File: config.mk
export PLATFORM = sky130hd
export DESIGN_NAME = calc_ctrl_flat
export DESIGN_NICKNAME = d
export VERILOG_FILES = /design/src/rtl/calc_pkg.sv /design/src/rtl/calc_if.sv /design/src/rtl/calc_mul16.sv /design/src/rtl/calc_ctrl.sv /design/src/flat_wrapper.sv
export SDC_FILE = /design/constraint.sdc
export NUM_CORES = 1
export LEC_CHECK = 0
export BUFFER_PORTS_ARGS = -buffer_cell sky130_fd_sc_hd__buf_4
export CORE_ASPECT_RATIO = 0.75
export CORE_MARGIN = 5
export CORE_UTILIZATION = 55
export DETAILED_ROUTE_END_ITERATION = 7
export GPL_TIMING_DRIVEN = 0
export PLACE_DENSITY_LB_ADDON = 0.25
export SLEW_MARGIN = 30
export SYNTH_ARGS = -nofsm -noshare
export SYNTH_HDL_FRONTEND = slang
export SYNTH_HIERARCHICAL = 1
export SYNTH_SLANG_ARGS = --single-unit
File: constraint.sdc
create_clock -name clk_in -period 4.2 [get_ports clk_in]
set_input_delay 0.21 -clock clk_in [delete_from_list [all_inputs] [get_ports clk_in]]
set_output_delay 0.21 -clock clk_in [all_outputs]
set_load 0.03 [all_outputs]
File: src/rtl/calc_pkg.sv
// Shared types, ASCII constants and key decoding for the calculator keypad controller.
package calc_pkg;

    typedef enum logic [1:0] {
        ST_A,
        ST_B,
        ST_MUL,
        ST_DONE
    } state_t;

    typedef enum logic [2:0] {
        KEY_NONE,
        KEY_DIGIT,
        KEY_OP,
        KEY_CLEAR,
        KEY_EQ
    } key_kind_t;

    // Digits carry their numeric value; operators carry their ASCII character.
    typedef struct packed {
        key_kind_t  kind;
        logic [7:0] value;
    } key_t;

    localparam logic [7:0]  CH_ZERO  = 8'h30;
    localparam logic [7:0]  CH_PLUS  = 8'h2B;
    localparam logic [7:0]  CH_MINUS = 8'h2D;
    localparam logic [7:0]  CH_STAR  = 8'h2A;
    localparam logic [15:0] SAT_MAX  = 16'hFFFF;

    function automatic key_t decode_key(input logic [1:0] row, input logic [1:0] col);
        key_t k;
        k.kind  = KEY_NONE;
        k.value = 8'd0;
        if (row == 2'd3) begin
            case (col)
                2'd0:    k.kind = KEY_CLEAR;
                2'd1:    k.kind = KEY_DIGIT;
                2'd2:    k.kind = KEY_EQ;
                default: k.kind = KEY_NONE;
            endcase
        end else if (col == 2'd3) begin
            k.kind = KEY_OP;
            case (row)
                2'd0:    k.value = CH_PLUS;
                2'd1:    k.value = CH_MINUS;
                default: k.value = CH_STAR;
            endcase
        end else begin
            k.kind  = KEY_DIGIT;
            k.value = {6'd0, row} * 8'd3 + {6'd0, col} + 8'd1;
        end
        return k;
    endfunction

endpackage

File: src/rtl/calc_if.sv
// Keypad pulses in, display-facing values out; slave is the controller, master the UI side.
interface calc_if;
    import calc_pkg::*;

    logic        btn_up;
    logic        btn_down;
    logic        btn_left;
    logic        btn_right;
    logic        btn_ok;
    logic [3:0]  cursor_x;
    logic [3:0]  cursor_y;
    logic [15:0] input_val_a;
    logic [15:0] input_val_b;
    logic [15:0] result;
    logic [7:0]  op_char;
    logic        calc_done;
    logic        busy;

    modport master (
        output btn_up, btn_down, btn_left, btn_right, btn_ok,
        input  cursor_x, cursor_y, input_val_a, input_val_b, result, op_char, calc_done, busy
    );

    modport slave (
        input  btn_up, btn_down, btn_left, btn_right, btn_ok,
        output cursor_x, cursor_y, input_val_a, input_val_b, result, op_char, calc_done, busy
    );

endinterface

File: src/rtl/calc_mul16.sv
// Iterative shift-add multiplier; the first partial product is taken in the start cycle.
module calc_mul16
    import calc_pkg::*;
#(
    parameter int MUL_ITER = 16
) (
    input  logic        clk,
    input  logic        rst_n,
    input  logic        start,
    input  logic [15:0] a,
    input  logic [15:0] b,
    output logic        done,
    output logic [31:0] product
);

    localparam int CW = $clog2(MUL_ITER + 1);

    logic [31:0]   mcand;
    logic [31:0]   acc;
    logic [15:0]   mplier;
    logic [CW-1:0] count;
    logic          running;

    // Folding iteration one into the start cycle lets done land exactly MUL_ITER cycles later.
    always_ff @(posedge clk) begin
        if (!rst_n) begin
            mcand   <= 32'd0;
            acc     <= 32'd0;
            mplier  <= 16'd0;
            count   <= '0;
            running <= 1'b0;
            done    <= 1'b0;
        end else begin
            done <= 1'b0;
            if (start) begin
                acc     <= b[0] ? {16'd0, a} : 32'd0;
                mcand   <= {15'd0, a, 1'b0};
                mplier  <= {1'b0, b[15:1]};
                count   <= CW'(MUL_ITER - 1);
                running <= 1'b1;
            end else if (running) begin
                if (mplier[0]) begin
                    acc <= acc + mcand;
                end
                mcand  <= {mcand[30:0], 1'b0};
                mplier <= {1'b0, mplier[15:1]};
                count  <= count - CW'(1);
                if (count == CW'(1)) begin
                    running <= 1'b0;
                    done    <= 1'b1;
                end
            end
        end
    end

    assign product = acc;

endmodule

File: src/rtl/calc_ctrl.sv
// Calculator keypad sequencer: cursor, operand entry, operator and evaluation.
// Define CALC_CURSOR_WRAP_EN to make cursor moves wrap instead of clamping.
module calc_ctrl
    import calc_pkg::*;
#(
    parameter int MUL_ITER = 16
) (
    input  logic clk_in,
    input  logic sys_rst_n,
    calc_if.slave bus
);

    state_t      state, state_next;
    logic [1:0]  cx, cy, cx_next, cy_next;
    logic [15:0] a, b, res, a_next, b_next, res_next;
    logic [7:0]  op, op_next;
    logic        mul_start;
    logic        mul_done;
    logic [31:0] product;
    key_t        key;
    logic [19:0] a_app, b_app;
    logic [16:0] sum;

    // The key is decoded from the pre-move cursor so an ok coinciding with a move hits the old key.
    assign key   = decode_key(cy, cx);
    assign a_app = {4'd0, a} * 20'd10 + {16'd0, key.value[3:0]};
    assign b_app = {4'd0, b} * 20'd10 + {16'd0, key.value[3:0]};
    assign sum   = {1'b0, a} + {1'b0, b};

    always_comb begin
        cx_next = cx;
        cy_next = cy;
`ifdef CALC_CURSOR_WRAP_EN
        if (bus.btn_up)         cy_next = cy - 2'd1;
        else if (bus.btn_down)  cy_next = cy + 2'd1;
        else if (bus.btn_left)  cx_next = cx - 2'd1;
        else if (bus.btn_right) cx_next = cx + 2'd1;
`else
        if (bus.btn_up) begin
            if (cy != 2'd0) cy_next = cy - 2'd1;
        end else if (bus.btn_down) begin
            if (cy != 2'd3) cy_next = cy + 2'd1;
        end else if (bus.btn_left) begin
            if (cx != 2'd0) cx_next = cx - 2'd1;
        end else if (bus.btn_right) begin
            if (cx != 2'd3) cx_next = cx + 2'd1;
        end
`endif
    end

    always_comb begin
        state_next = state;
        a_next     = a;
        b_next     = b;
        res_next   = res;
        op_next    = op;
        mul_start  = 1'b0;
        if (state == ST_MUL) begin
            if (mul_done) begin
                res_next   = (|product[31:16]) ? SAT_MAX : product[15:0];
                state_next = ST_DONE;
            end
        end else if (bus.btn_ok) begin
            case (key.kind)
                KEY_CLEAR: begin
                    a_next     = 16'd0;
                    b_next     = 16'd0;
                    res_next   = 16'd0;
                    op_next    = 8'd0;
                    state_next = ST_A;
                end
                KEY_DIGIT: begin
                    if (state == ST_A) begin
                        if (a_app[19:16] == 4'd0) a_next = a_app[15:0];
                    end else if (state == ST_B) begin
                        if (b_app[19:16] == 4'd0) b_next = b_app[15:0];
                    end else begin
                        a_next     = {8'd0, key.value};
                        b_next     = 16'd0;
                        res_next   = 16'd0;
                        op_next    = 8'd0;
                        state_next = ST_A;
                    end
                end
                KEY_OP: begin
                    op_next    = key.value;
                    state_next = ST_B;
                    if (state == ST_DONE) begin
                        a_next = res;
                        b_next = 16'd0;
                    end
                end
                KEY_EQ: begin
                    if (state == ST_B) begin
                        if (op == CH_PLUS) begin
                            res_next   = sum[16] ? SAT_MAX : sum[15:0];
                            state_next = ST_DONE;
                        end else if (op == CH_MINUS) begin
                            res_next   = (a < b) ? 16'd0 : a - b;
                            state_next = ST_DONE;
                        end else if (op == CH_STAR) begin
                            mul_start  = 1'b1;
                            state_next = ST_MUL;
                        end
                    end
                end
                default: ;
            endcase
        end
    end

    always_ff @(posedge clk_in) begin
        if (!sys_rst_n) begin
            state <= ST_A;
            cx    <= 2'd0;
            cy    <= 2'd0;
            a     <= 16'd0;
            b     <= 16'd0;
            res   <= 16'd0;
            op    <= 8'd0;
        end else begin
            state <= state_next;
            cx    <= cx_next;
            cy    <= cy_next;
            a     <= a_next;
            b     <= b_next;
            res   <= res_next;
            op    <= op_next;
        end
    end

    calc_mul16 #(.MUL_ITER(MUL_ITER)) u_mul (
        .clk     (clk_in),
        .rst_n   (sys_rst_n),
        .start   (mul_start),
        .a       (a),
        .b       (b),
        .done    (mul_done),
        .product (product)
    );

    assign bus.cursor_x    = {2'b00, cx};
    assign bus.cursor_y    = {2'b00, cy};
    assign bus.input_val_a = a;
    assign bus.input_val_b = b;
    assign bus.result      = res;
    assign bus.op_char     = op;
    assign bus.calc_done   = (state == ST_DONE);
    assign bus.busy        = (state == ST_MUL);

endmodule

File: src/flat_wrapper.sv
// flat-port wrapper written by rule: the top's interface ports become plain ports
module calc_ctrl_flat import calc_pkg::*;
#(
    parameter int MUL_ITER = 16
)
  (clk_in, sys_rst_n, bus_btn_up, bus_btn_down, bus_btn_left, bus_btn_right, bus_btn_ok, bus_cursor_x, bus_cursor_y, bus_input_val_a, bus_input_val_b, bus_result, bus_op_char, bus_calc_done, bus_busy);
  calc_if bus_i ();
  input  logic clk_in;
  input  logic sys_rst_n;
  input wire logic [$bits(bus_i.btn_up)-1:0] bus_btn_up;
  input wire logic [$bits(bus_i.btn_down)-1:0] bus_btn_down;
  input wire logic [$bits(bus_i.btn_left)-1:0] bus_btn_left;
  input wire logic [$bits(bus_i.btn_right)-1:0] bus_btn_right;
  input wire logic [$bits(bus_i.btn_ok)-1:0] bus_btn_ok;
  output wire logic [$bits(bus_i.cursor_x)-1:0] bus_cursor_x;
  output wire logic [$bits(bus_i.cursor_y)-1:0] bus_cursor_y;
  output wire logic [$bits(bus_i.input_val_a)-1:0] bus_input_val_a;
  output wire logic [$bits(bus_i.input_val_b)-1:0] bus_input_val_b;
  output wire logic [$bits(bus_i.result)-1:0] bus_result;
  output wire logic [$bits(bus_i.op_char)-1:0] bus_op_char;
  output wire logic [$bits(bus_i.calc_done)-1:0] bus_calc_done;
  output wire logic [$bits(bus_i.busy)-1:0] bus_busy;
  assign bus_i.btn_up = bus_btn_up;
  assign bus_i.btn_down = bus_btn_down;
  assign bus_i.btn_left = bus_btn_left;
  assign bus_i.btn_right = bus_btn_right;
  assign bus_i.btn_ok = bus_btn_ok;
  assign bus_cursor_x = bus_i.cursor_x;
  assign bus_cursor_y = bus_i.cursor_y;
  assign bus_input_val_a = bus_i.input_val_a;
  assign bus_input_val_b = bus_i.input_val_b;
  assign bus_result = bus_i.result;
  assign bus_op_char = bus_i.op_char;
  assign bus_calc_done = bus_i.calc_done;
  assign bus_busy = bus_i.busy;
  calc_ctrl #(.MUL_ITER(MUL_ITER)) u_core (.clk_in(clk_in), .sys_rst_n(sys_rst_n), .bus(bus_i));
endmodule
Word-level counts from Yosys, hierarchy flattened
Index checks and enable logic that the tools add are counted.
{"block": "word_totals", "out_inout_bits": 66, "rom_bits": 0, "regBits": 147, "word_cells": 165, "latch_bits": 0, "memories": 0, "ram_bits": 0, "inputBits": 7}
{"block": "op_classes", "n_addsub": 12, "muxes": 69, "shifts": 0, "magnitude_cmp": 1, "bitwise_logic": 5, "n_mul": 3, "div": 0, "reduce_logical": 28, "eq_ne": 32}
{"operator": "two-way mux 16 bit", "count": 20}
{"operator": "case mux 16 bit (3 select lines)", "count": 3}
{"operator": "two-way mux 32 bit", "count": 3}
{"operator": "adder 20 x 4 -> 20 bit", "count": 2}
{"operator": "multiplier 16 x 3 -> 19 bit (second input constant)", "count": 2}
{"operator": "two-way mux 17 bit", "count": 2}
{"operator": "two-way mux 2 bit", "count": 17}
{"operator": "adder 32 bit", "count": 1}
{"operator": "two-way mux 15 bit", "count": 2}
{"operator": "== test 8 x 6 -> 1 bit (second input constant)", "count": 3}
{"operator": "two-way mux 8 bit", "count": 3}
{"operator": "case mux 8 bit (3 select lines)", "count": 1}
{"operator": "nonzero test 2 bit", "count": 9}
{"operator": "adder 16 x 16 -> 17 bit", "count": 1}
{"operator": "less-than comparator 16 bit", "count": 1}
{"operator": "OR reduction 16 bit", "count": 1}
{"operator": "subtractor 16 bit", "count": 1}
{"operator": "AND reduction 7 bit", "count": 2}
{"operator": "!= test 3 bit (second input constant)", "count": 4}
{"operator": "AND reduction 6 bit", "count": 2}
{"operator": "two-way mux 1 bit", "count": 11}
{"operator": "== test 2 bit (second input constant)", "count": 5}
{"operator": "two-way mux 10 bit", "count": 1}
{"operator": "!= test 2 bit (second input constant)", "count": 5}
{"operator": "31 further kinds", "count": 48}

Logic depth before layout (Yosys ltp)
Gate-level depths: netlist (run 1).
{"block": "depth", "ltp_word": 11, "ltp_mapped": 19}

By module
Netlist (run 1), hierarchy kept.
{"mod": "calc_ctrl", "n_inst": 1, "seq_area_each_um2": 1181.1, "area_each_um2": 7430.9, "cells_each": 959}
{"mod": "calc_mul16", "n_inst": 1, "seq_area_each_um2": 1701.6, "area_each_um2": 4926.0, "cells_each": 598}

Least setup slack after synthesis (run 1)
OpenSTA, ideal clock, no wires.
{"block": "synth_path", "kind": "register to register", "from": "register u_core.cy[0]", "to": "register u_core.b[12] (netlist: u_core/bus.input_val_b[12])", "arrival_ns": 4.488, "path_buffers": 0, "required_time_ns": 4.127, "stages_incl_launch_ff": 16, "period_less_slack_ns": 4.561, "path_slack_ns": -0.361, "cell_sequence": "dfxtp_1 fa_1 fa_1 nor2_1 a211oi_1 ha_1 inv_1 fa_1 nor2b_1 o2111ai_1 nor3_1 nand3_1 nor4b_2 mux2i_1 a32oi_2 mux2i_1"}
{"block": "synth_between", "elab_chain_len": 10, "elab_cells_between_ends": 24, "classes_between": "add/sub: 3; mul: 1; eq/ne: 8; mux: 8; reduce/logical: 4"}
{"element": "start: declaration", "line": "calc_ctrl.sv:14", "rtl": "logic [1:0] cx, cy, cx_next, cy_next;"}
{"element": "start signal: assignment", "line": "calc_ctrl.sv:124", "rtl": "cy <= cy_next;"}
{"element": "multiplier 2 x 2 -> 4 bit", "line": "calc_pkg.sv:51", "rtl": "k.value = {6'd0, row} * 8'd3 + {6'd0, col} + 8'd1;"}
{"element": "adder 4 x 2 -> 5 bit", "line": "calc_pkg.sv:51"}
{"element": "adder 8 x 1 -> 8 bit", "line": "calc_pkg.sv:51"}
{"element": "two-way mux 10 bit", "line": "calc_pkg.sv:42", "rtl": "end else if (col == 2'd3) begin"}
{"element": "two-way mux 8 bit", "line": "calc_pkg.sv:35", "rtl": "if (row == 2'd3) begin"}
{"element": "adder 20 x 4 -> 20 bit", "line": "calc_ctrl.sv:27", "rtl": "assign b_app = {4'd0, b} * 20'd10 + {16'd0, key.value[3:0]};"}
{"element": "two-way mux 16 bit", "line": "calc_ctrl.sv:76", "rtl": "if (b_app[19:16] == 4'd0) b_next = b_app[15:0];"}
{"element": "two-way mux 16 bit", "line": "calc_ctrl.sv:75", "rtl": "end else if (state == ST_B) begin"}
{"element": "two-way mux 16 bit", "line": "calc_ctrl.sv:73", "rtl": "if (state == ST_A) begin"}
{"element": "case mux 16 bit (3 select lines)", "line": "calc_ctrl.sv:64", "rtl": "case (key.kind)"}
{"element": "end signal: assignment", "line": "calc_ctrl.sv:126", "rtl": "b <= b_next;"}
{"element": "end: declaration", "line": "calc_ctrl.sv:15", "rtl": "logic [15:0] a, b, res, a_next, b_next, res_next;"}
Several ways; a longest one is shown, not always the timed one. The select of a mux whose other input is x is not followed.
A chain may end at the register's enable or synchronous reset.

Worst setup path after layout (run 1)
{"block": "layout_path", "from": "register u_core.cy[0]", "to": "register u_core.b[8] (netlist: u_core/bus.input_val_b[8])"}
Same word-level chain as after synthesis.

==> reports/metrics.yaml, run 1 <==
die:
  die_x_um: 183
  die_area_mm2: 0.0256
  initial_core_util: 0.559
  std_cell_rows: 47
  coreArea_mm2: 0.0221
  die_y_um: 140
  io_pins: 73
critical_path:
  critPathMaxFanout: 7
  r2r-end: "u_core/bus.input_val_b[8]$_SDFFE_PN0P_"
  crit_slowest_cell: "fa_2"
  worstPathRequired_ps: 4550
  cp-end-kind: "flop"
  timing.rr.start: "u_core/cy[0]$_SDFFE_PN0P_"
  crit_chain: "fa_2 -> fa_2 -> xnor2_2 -> nor2_1 -> a21oi_2 -> nor2_4 -> ha_4 -> a21o_1 -> a21oi_2 -> nand3b_1 -> nor4b_4 -> nand4_1 -> nor4_2 -> nor3_4 -> a32oi_4 -> buf_12 -> mux2i_2"
  start_kind: "flop"
  rrSetupSlack_ps: -220
  cpPeakStageDelay_ps: 490
  path_class: "reg -> reg"
  reg2reg_depth: 17
  crit_arrival_ps: 4780
final_layout:
  layout_commonest_cell: "nor2_1"
  fin_cells: 1981
  finalNetCount: 1832
  syn_to_final_growth_pct: 16.6
  fillCellCount: 1915
  antenna_cells: 0
  drive_gt1_frac: 0.151
  layout_common_cells: "nor2_1 (180), ha_1 (139), nand2_1 (128), dfxtp_1 (126), a21oi_1 (122)"
placement:
  globalplace.congestion: 0.986
  place_hpwl_mm: 29.9
  post-place-ws_ps: -689
  io_buffer_count: 65
  post-place-cells: 1922
synth:
  synth_top_area_cell: "dfxtp_1"
  ys_top_cells_by_area: "dfxtp_1 (23%), ha_1 (14%), mux2i_1 (5.7%)"
  synth-main-ff-cell: "dfxtp_1"
  yosys_warnings: 6
  synth_area_per_cell_um2: 7.94
  netlist_instances: 1557
  synth_top_area_frac: 0.233
  async_flop_share: 0
  ys_ff_latch: 144
  yosysUniqueCellTypes: 100
  yosysSeqAreaShare: 0.233
  syn_area_mm2: 0.0124
  synth-edff-count: 0
routing:
  viasPerCell: 6.31
  detail_route.wl_per_cell_um: 20.2
  dr_total_vias: 12493
  ant_nets: 0
  wl_mm: 40.1
  drcViolationCount: 0
  first_pass_iters: 8
  drt_iter0_drc: 1445
grt:
  grt_pass1_wl_mm: 62.2
  grt_overflow: 0
  grt_max_degree: 17
  track_usage: 0.300
  grt_pass1_vias: 11221
  antenna_found_initial: 0
status:
  violations: "setup timing"
  status: "complete, but fails checks"
clock_tree:
  cts_buffers: 17
  worstSkewPairLatency_ps: 440
  h-tree-depth: 4
  cts-root-buf: "clkbuf_16"
  cts_buffer_depth: 2
  hold_buffers: 0
  cts_tree: "built"
  clock_sinks: 144
  clk_pin_slew_ps: 70
sta:
  fin_crit_ps: 4420
  finalCritPeriodShare: 1.05
  setup_viol: 29
  final_max_slew_viol_count: 0
  fin_skew_ps: 10.1
  relSlewSlack: 0.386
  worst_pin_slew_ps: 915
  timing.final.ws_setup_ps: -223
  max_freq_ghz: 0.226
  hold_viol_final: 0
  rsz0062_at_grt: "yes"
hold_path:
  hp-class: "in -> reg"
  worstHoldPathCells: 3
  hp-start: "sys_rst_n"
  hold_end: "u_core/u_mul/product[1]$_SDFFE_PN0P_"
flow_run:
  maxCapViolCount: 0
power:
  peakVddDrop_v: 0.000344
  power.density_mw_per_mm2: 484
  p_leak_uw: 0.00618
  power_uw: 6970
worst max-delay path, delay by kind of cell, from the launching register on:
| family | cells | cell delay (ps) |
|---|---|---|
| simple gates | 7 | 1510 |
| fa+ha+maj | 3 | 1170 |
| compound gates | 4 | 690 |
| flops | 1 | 360 |
| mux | 1 | 230 |
| xor+xnor | 1 | 190 |
| buf+inv | 1 | 170 |
power by group:
part / switching, uW / total [uW] / internal [uW]
combinational: 2090 / 3560 / 1470
clock: 645 / 1580 / 936
sequential: 331 / 1830 / 1490
total: 3070 / 6970 / 3900
cells by family (layout without fill, tap and decap cells):
group / after synthesis / in the layout / share of synthesized area
other cells: 1 / 7 / 0.000303
simple gates: 511 / 511 / 0.196
xor+xnor: 71 / 71 / 0.0503
buf+inv: 143 / 267 / 0.0493
compound gates: 465 / 465 / 0.255
mux: 71 / 71 / 0.0576
flops: 144 / 144 / 0.233
fa+ha+maj: 151 / 151 / 0.158
routing by layer:
metal	share of wire	vias to the layer above	global-route usage	routed length [um]
met4	0.015	0	0.0607	618
met1	0.47	5915	0.461	18800
met3	0.11	55	0.0793	4590
li1	-	5912	-	-
met2	0.40	611	0.420	16100
met5	0	-	0	0
flip-flops by register name, summed over array words and instances, names as in the netlist, 5 cells and up:
name / flops
u_core/bus.input_val_b: 16
u_core/bus.input_val_a: 16
u_core/u_mul/mplier: 15
u_core/bus.result: 16
u_core/bus.op_char: 5
u_core/u_mul/count: 5
u_core/u_mul/mcand: 31
u_core/u_mul/product: 32
synthesized netlist by cell type (15+ instances only):
cell type / count
mux2i_1: 70
a21o_1: 32
nor2_1: 184
dfxtp_1: 144
o21bai_1: 17
nand2b_1: 16
clkbuf_1: 47
nand3_1: 35
o21ai_0: 97
a21oi_1: 125
nor2b_1: 15
xor2_1: 29
xnor2_1: 42
nor3_1: 31
inv_1: 65
nand2_1: 128
a31oi_1: 17
o211ai_1: 19
a211oi_1: 22
ha_1: 142
nor4_1: 18
metrics by stage:
stage	util	hold WS, ps	TNS [ps]	area, um2
2_1_floorplan	-	348	0	12400
3_3_place_gp	0.600	492	-19600	13300
3_5_place_dp	0.600	503	-19990	13300
4_1_cts	0.638	79.6	-1700	14100
5_1_grt	0.652	91.2	-7650	14400
6_report	0.652	95.3	-2880	14400
final cells by class:
type	instances	area, um2	share of cell area
buffer	76	364	0.0253
clock buffer	19	433	0.0300
clock inverter	13	163	0.0113
inverter	67	251	0.0174
multi-input combinational	1276	9190	0.638
sequential	144	2920	0.203
tap	294	368	0.0255
timing repair buffer	92	718	0.0498
worst max-delay path by stage:
stage                                   start                                     end  slack, ps  cells past startpoint
global placement    u_core/cx[1]$_SDFFE_PN0P_  u_core/bus.input_val_b[8]$_SDFFE_PN0P_       -710                     14
global route        u_core/cy[0]$_SDFFE_PN0P_  u_core/bus.input_val_b[8]$_SDFFE_PN0P_       -430                     17
CTS                 u_core/cy[1]$_SDFFE_PN0P_  u_core/bus.input_val_b[8]$_SDFFE_PN0P_       -150                     17
finish              u_core/cy[0]$_SDFFE_PN0P_  u_core/bus.input_val_b[8]$_SDFFE_PN0P_       -220                     17
detailed placement  u_core/cx[1]$_SDFFE_PN0P_  u_core/bus.input_val_b[8]$_SDFFE_PN0P_       -690                     14
floorplan           u_core/cx[1]$_SDFFE_PN0P_  u_core/bus.input_val_a[1]$_SDFFE_PN0P_         10                     17
timing repair:
item / in CTS / in global routing
cloned: 0 / 1
setup endpoints to repair: 47 / 42
resized for setup: 33 / 48
pin swaps: 15 / 18
buffers inserted: 13 / 13
(Power assumes the default switching activity.)
==> run 2, diff against run 1 <==
--- a/config.mk
+++ b/config.mk
@@ -13,3 +13,3 @@
 export GPL_TIMING_DRIVEN = 0
-export PLACE_DENSITY_LB_ADDON = 0.25
+export PLACE_DENSITY_LB_ADDON = 0.08
 export SLEW_MARGIN = 30
==> constraint.sdc (replaced) <==
create_clock -name clk_in -period 3.9 [get_ports clk_in]
set_input_delay 0.78 -clock clk_in [delete_from_list [all_inputs] [get_ports clk_in]]
set_output_delay 0.78 -clock clk_in [all_outputs]
set_load 0.03 [all_outputs]
==> run 2 against run 1 <==
  * Worst setup slack got worse by 160 ps
  * Maximum frequency up 3.2%
  * Non-clock buffer count increased by 15
  * Clock power grew 11%
  * Design area grew 2.4%
  * The flow still finishes with violations (setup timing)
  * Final cell count rose by 0.76%
  * Total power up 13%
  * Highest routed layer unchanged
  * Die area did not move
  * Sequential share of layout area down 0.45 points
  * Sequential cell count stayed put
  * Via count grew 1.8%
==> reports/metrics.yaml, run 2 (same netlist as run 1, synthesis figures left out) <==
final_layout:
  drive_gt1_frac: 0.166  # +0.0157
  syn_to_final_growth_pct: 19.4
  finalNetCount: 1847  # +0.82%
  largest_reg_flops: 32  # unchanged
  fin_area_mm2: 0.0148  # +2.4%
  layout_common_cells: "nor2_1 (180), ha_1 (140), nand2_1 (127), dfxtp_1 (126), a21oi_1 (121)"
  antenna_cells: 0  # unchanged
  layout_commonest_cell: "nor2_1"
critical_path:
  worst-path-buf-inv: 3  # +2
  critPathLaunch: "u_core/cx[1]$_SDFFE_PN0P_"
  crit_cells: 17  # unchanged
  r2r-end: "u_core/bus.input_val_b[8]$_SDFFE_PN0P_"
  crit_arrival_ps: 4600  # -180 ps
  worstPathRequired_ps: 4220  # -330 ps
  path_class: "reg -> reg"
  critical_path.most_common_cell: "fa_2"
  reg2reg_depth: 17  # unchanged
  timing.rr.start: "u_core/cx[1]$_SDFFE_PN0P_"
  rrSetupSlack_ps: -380  # -160 ps
  crit_family: "adder cells"
  crit_slowest_cell: "fa_2"
  cp-end-kind: "flop"
  cpPeakStageDelay_ps: 580  # +90 ps
  start_kind: "flop"
  crit_chain: "fa_2 -> fa_2 -> nor2_4 -> a211oi_2 -> buf_4 -> ha_4 -> buf_6 -> a21o_1 -> a21oi_2 -> nand3b_1 -> nor4b_4 -> nand4_1 -> o31a_1 -> nor3_4 -> a32oi_4 -> buf_12 -> mux2i_1"
  critPathMaxFanout: 7  # unchanged
routing:
  drcViolationCount: 0  # unchanged
  drt_iter0_drc: 1565  # +8.3%
  detail_route.wl_per_cell_um: 20.8  # +2.7%
  ant_nets: 0  # unchanged
  wl_mm: 41.5  # +3.5%
  viasPerCell: 6.37  # +1.1%
  dr_total_vias: 12720  # +1.8%
  first_pass_iters: 7  # -1
status:
  violations: "setup timing"
  status: "complete, but fails checks"
sta:
  fin_crit_ps: 4280  # -138 ps
  holdWs_ps: 497  # +401 ps
  relSlewSlack: 0.351  # -0.0341
  final_max_slew_viol_count: 0  # unchanged
  rsz0062_at_grt: "yes"
  hold_viol_final: 0  # unchanged
  setup_viol: 32  # +10%
  max_freq_ghz: 0.233  # +3.2%
  finalCritPeriodShare: 1.10  # +0.0455
  setup_tns_ps: -10000  # -7120 ps
  timing.final.ws_setup_ps: -385  # -162 ps
  fin_skew_ps: 11.8  # +1.76 ps
  worst_pin_slew_ps: 965  # +49.3 ps
clock_tree:
  cts_buffers: 17  # unchanged
  cts_buffer_depth: 2  # unchanged
  cts-root-buf: "clkbuf_16"
  clock_sinks: 144  # unchanged
  h-tree-depth: 4  # unchanged
  cts_tree: "built"
  worstSkewPairLatency_ps: 440  # about the same
  clk_pin_slew_ps: 70  # about the same
hold_path:
  hold_end: "u_core/u_mul/product[0]$_SDFFE_PN0P_"
  worstHoldPathCells: 2  # -1
  hp-class: "reg -> reg"
  hp-start: "u_core/u_mul/product[0]$_SDFFE_PN0P_"
die:
  coreArea_mm2: 0.0221  # unchanged
  initial_core_util: 0.559  # unchanged
  io_pins: 73  # unchanged
  die_x_um: 183  # unchanged
  die_area_mm2: 0.0256  # unchanged
  die_y_um: 140  # unchanged
  std_cell_rows: 47  # unchanged
placement:
  io_buffer_count: 65  # unchanged
  place_area_mm2: 0.0133  # +0.18%
  post-place-ws_ps: -967  # -279 ps
  place_hpwl_mm: 29.7  # -0.48%
  globalplace.congestion: 0.960  # -2.7%
flow_run:
  maxCapViolCount: 0  # unchanged
power:
  power_uw: 7850  # +13%
  p_leak_uw: 0.00637  # +3.2%
  power.density_mw_per_mm2: 532  # +10%
  peakVddDrop_v: 0.000366  # +6.5%
grt:
  grt_pass1_vias: 11400  # +1.6%
  grt_max_degree: 17  # unchanged
  antenna_found_initial: 0  # unchanged
  grt_pass1_wl_mm: 63.3  # +1.7%
  grt_overflow: 0  # unchanged
  track_usage: 0.309  # +0.00833
run 2: repair_timing:
| item | CTS | global route |
|---|---|---|
| buffers inserted | 28 | 20 |
| gates resized for setup | 59 | 57 |
| pin swaps | 17 | 33 |
| hold buffers | 0 | 0 |
| setup endpoints to repair | 48 | 91 |
| cloned | 1 | 0 |
run 2: worst max path at each step:
stage                                              endpoint  slack (ps)
CTS                  u_core/bus.input_val_b[8]$_SDFFE_PN0P_        -450
detailed placement  u_core/bus.input_val_b[14]$_SDFFE_PN0P_        -970
finish               u_core/bus.input_val_b[8]$_SDFFE_PN0P_        -380
floorplan            u_core/bus.input_val_a[1]$_SDFFE_PN0P_        -190
global placement     u_core/bus.input_val_b[7]$_SDFFE_PN0P_        -860
global route        u_core/bus.input_val_b[14]$_SDFFE_PN0P_        -550
run 2: per-stage QoR:
| step | utilization | instances |
|---|---|---|
| 6_report | 0.667 | 1996 |
| 5_1_grt | 0.667 | 1996 |
| 4_1_cts | 0.651 | 1982 |
| 3_5_place_dp | 0.601 | 1922 |
| 3_3_place_gp | 0.600 | 1922 |
| 2_1_floorplan | - | 1563 |
run 2: where the power goes:
group          internal (uW)  switching, uW
combinational           1730           2410
sequential              1610            352
clock                   1060            690
total                   4400           3450
run 2: area by class of cell:
class	instances	area [um2]
well taps	294	368
plain buffers	74	358
inverters	67	251
multi-input cells	1276	9370
fillers	1856	7360
clock buffers	20	468
clock inverters	12	153
repair buffers	109	862
flip-flops and latches	144	2930
run 2: worst reg2reg max path, cell delays in order (launching register included):
cell and delay (ps):
dfxtp_4 390, fa_2 480, fa_2 580, nor2_4 50
a211oi_2 190, buf_4 160, ha_4 140, buf_6 90
a21o_1 130, a21oi_2 80, nand3b_1 240, nor4b_4 340
nand4_1 250, o31a_1 350, nor3_4 240, a32oi_4 150
buf_12 200, mux2i_1 120
run 2: metal layers:
| layer | global-route usage | wire length, um | up-vias |
|---|---|---|---|
| met5 | 0 | 0 | - |
| met4 | 0.107 | 1340 | 0 |
| met3 | 0.0767 | 4460 | 102 |
| met2 | 0.424 | 16600 | 670 |
| met1 | 0.464 | 19100 | 6029 |
| li1 | - | - | 5919 |
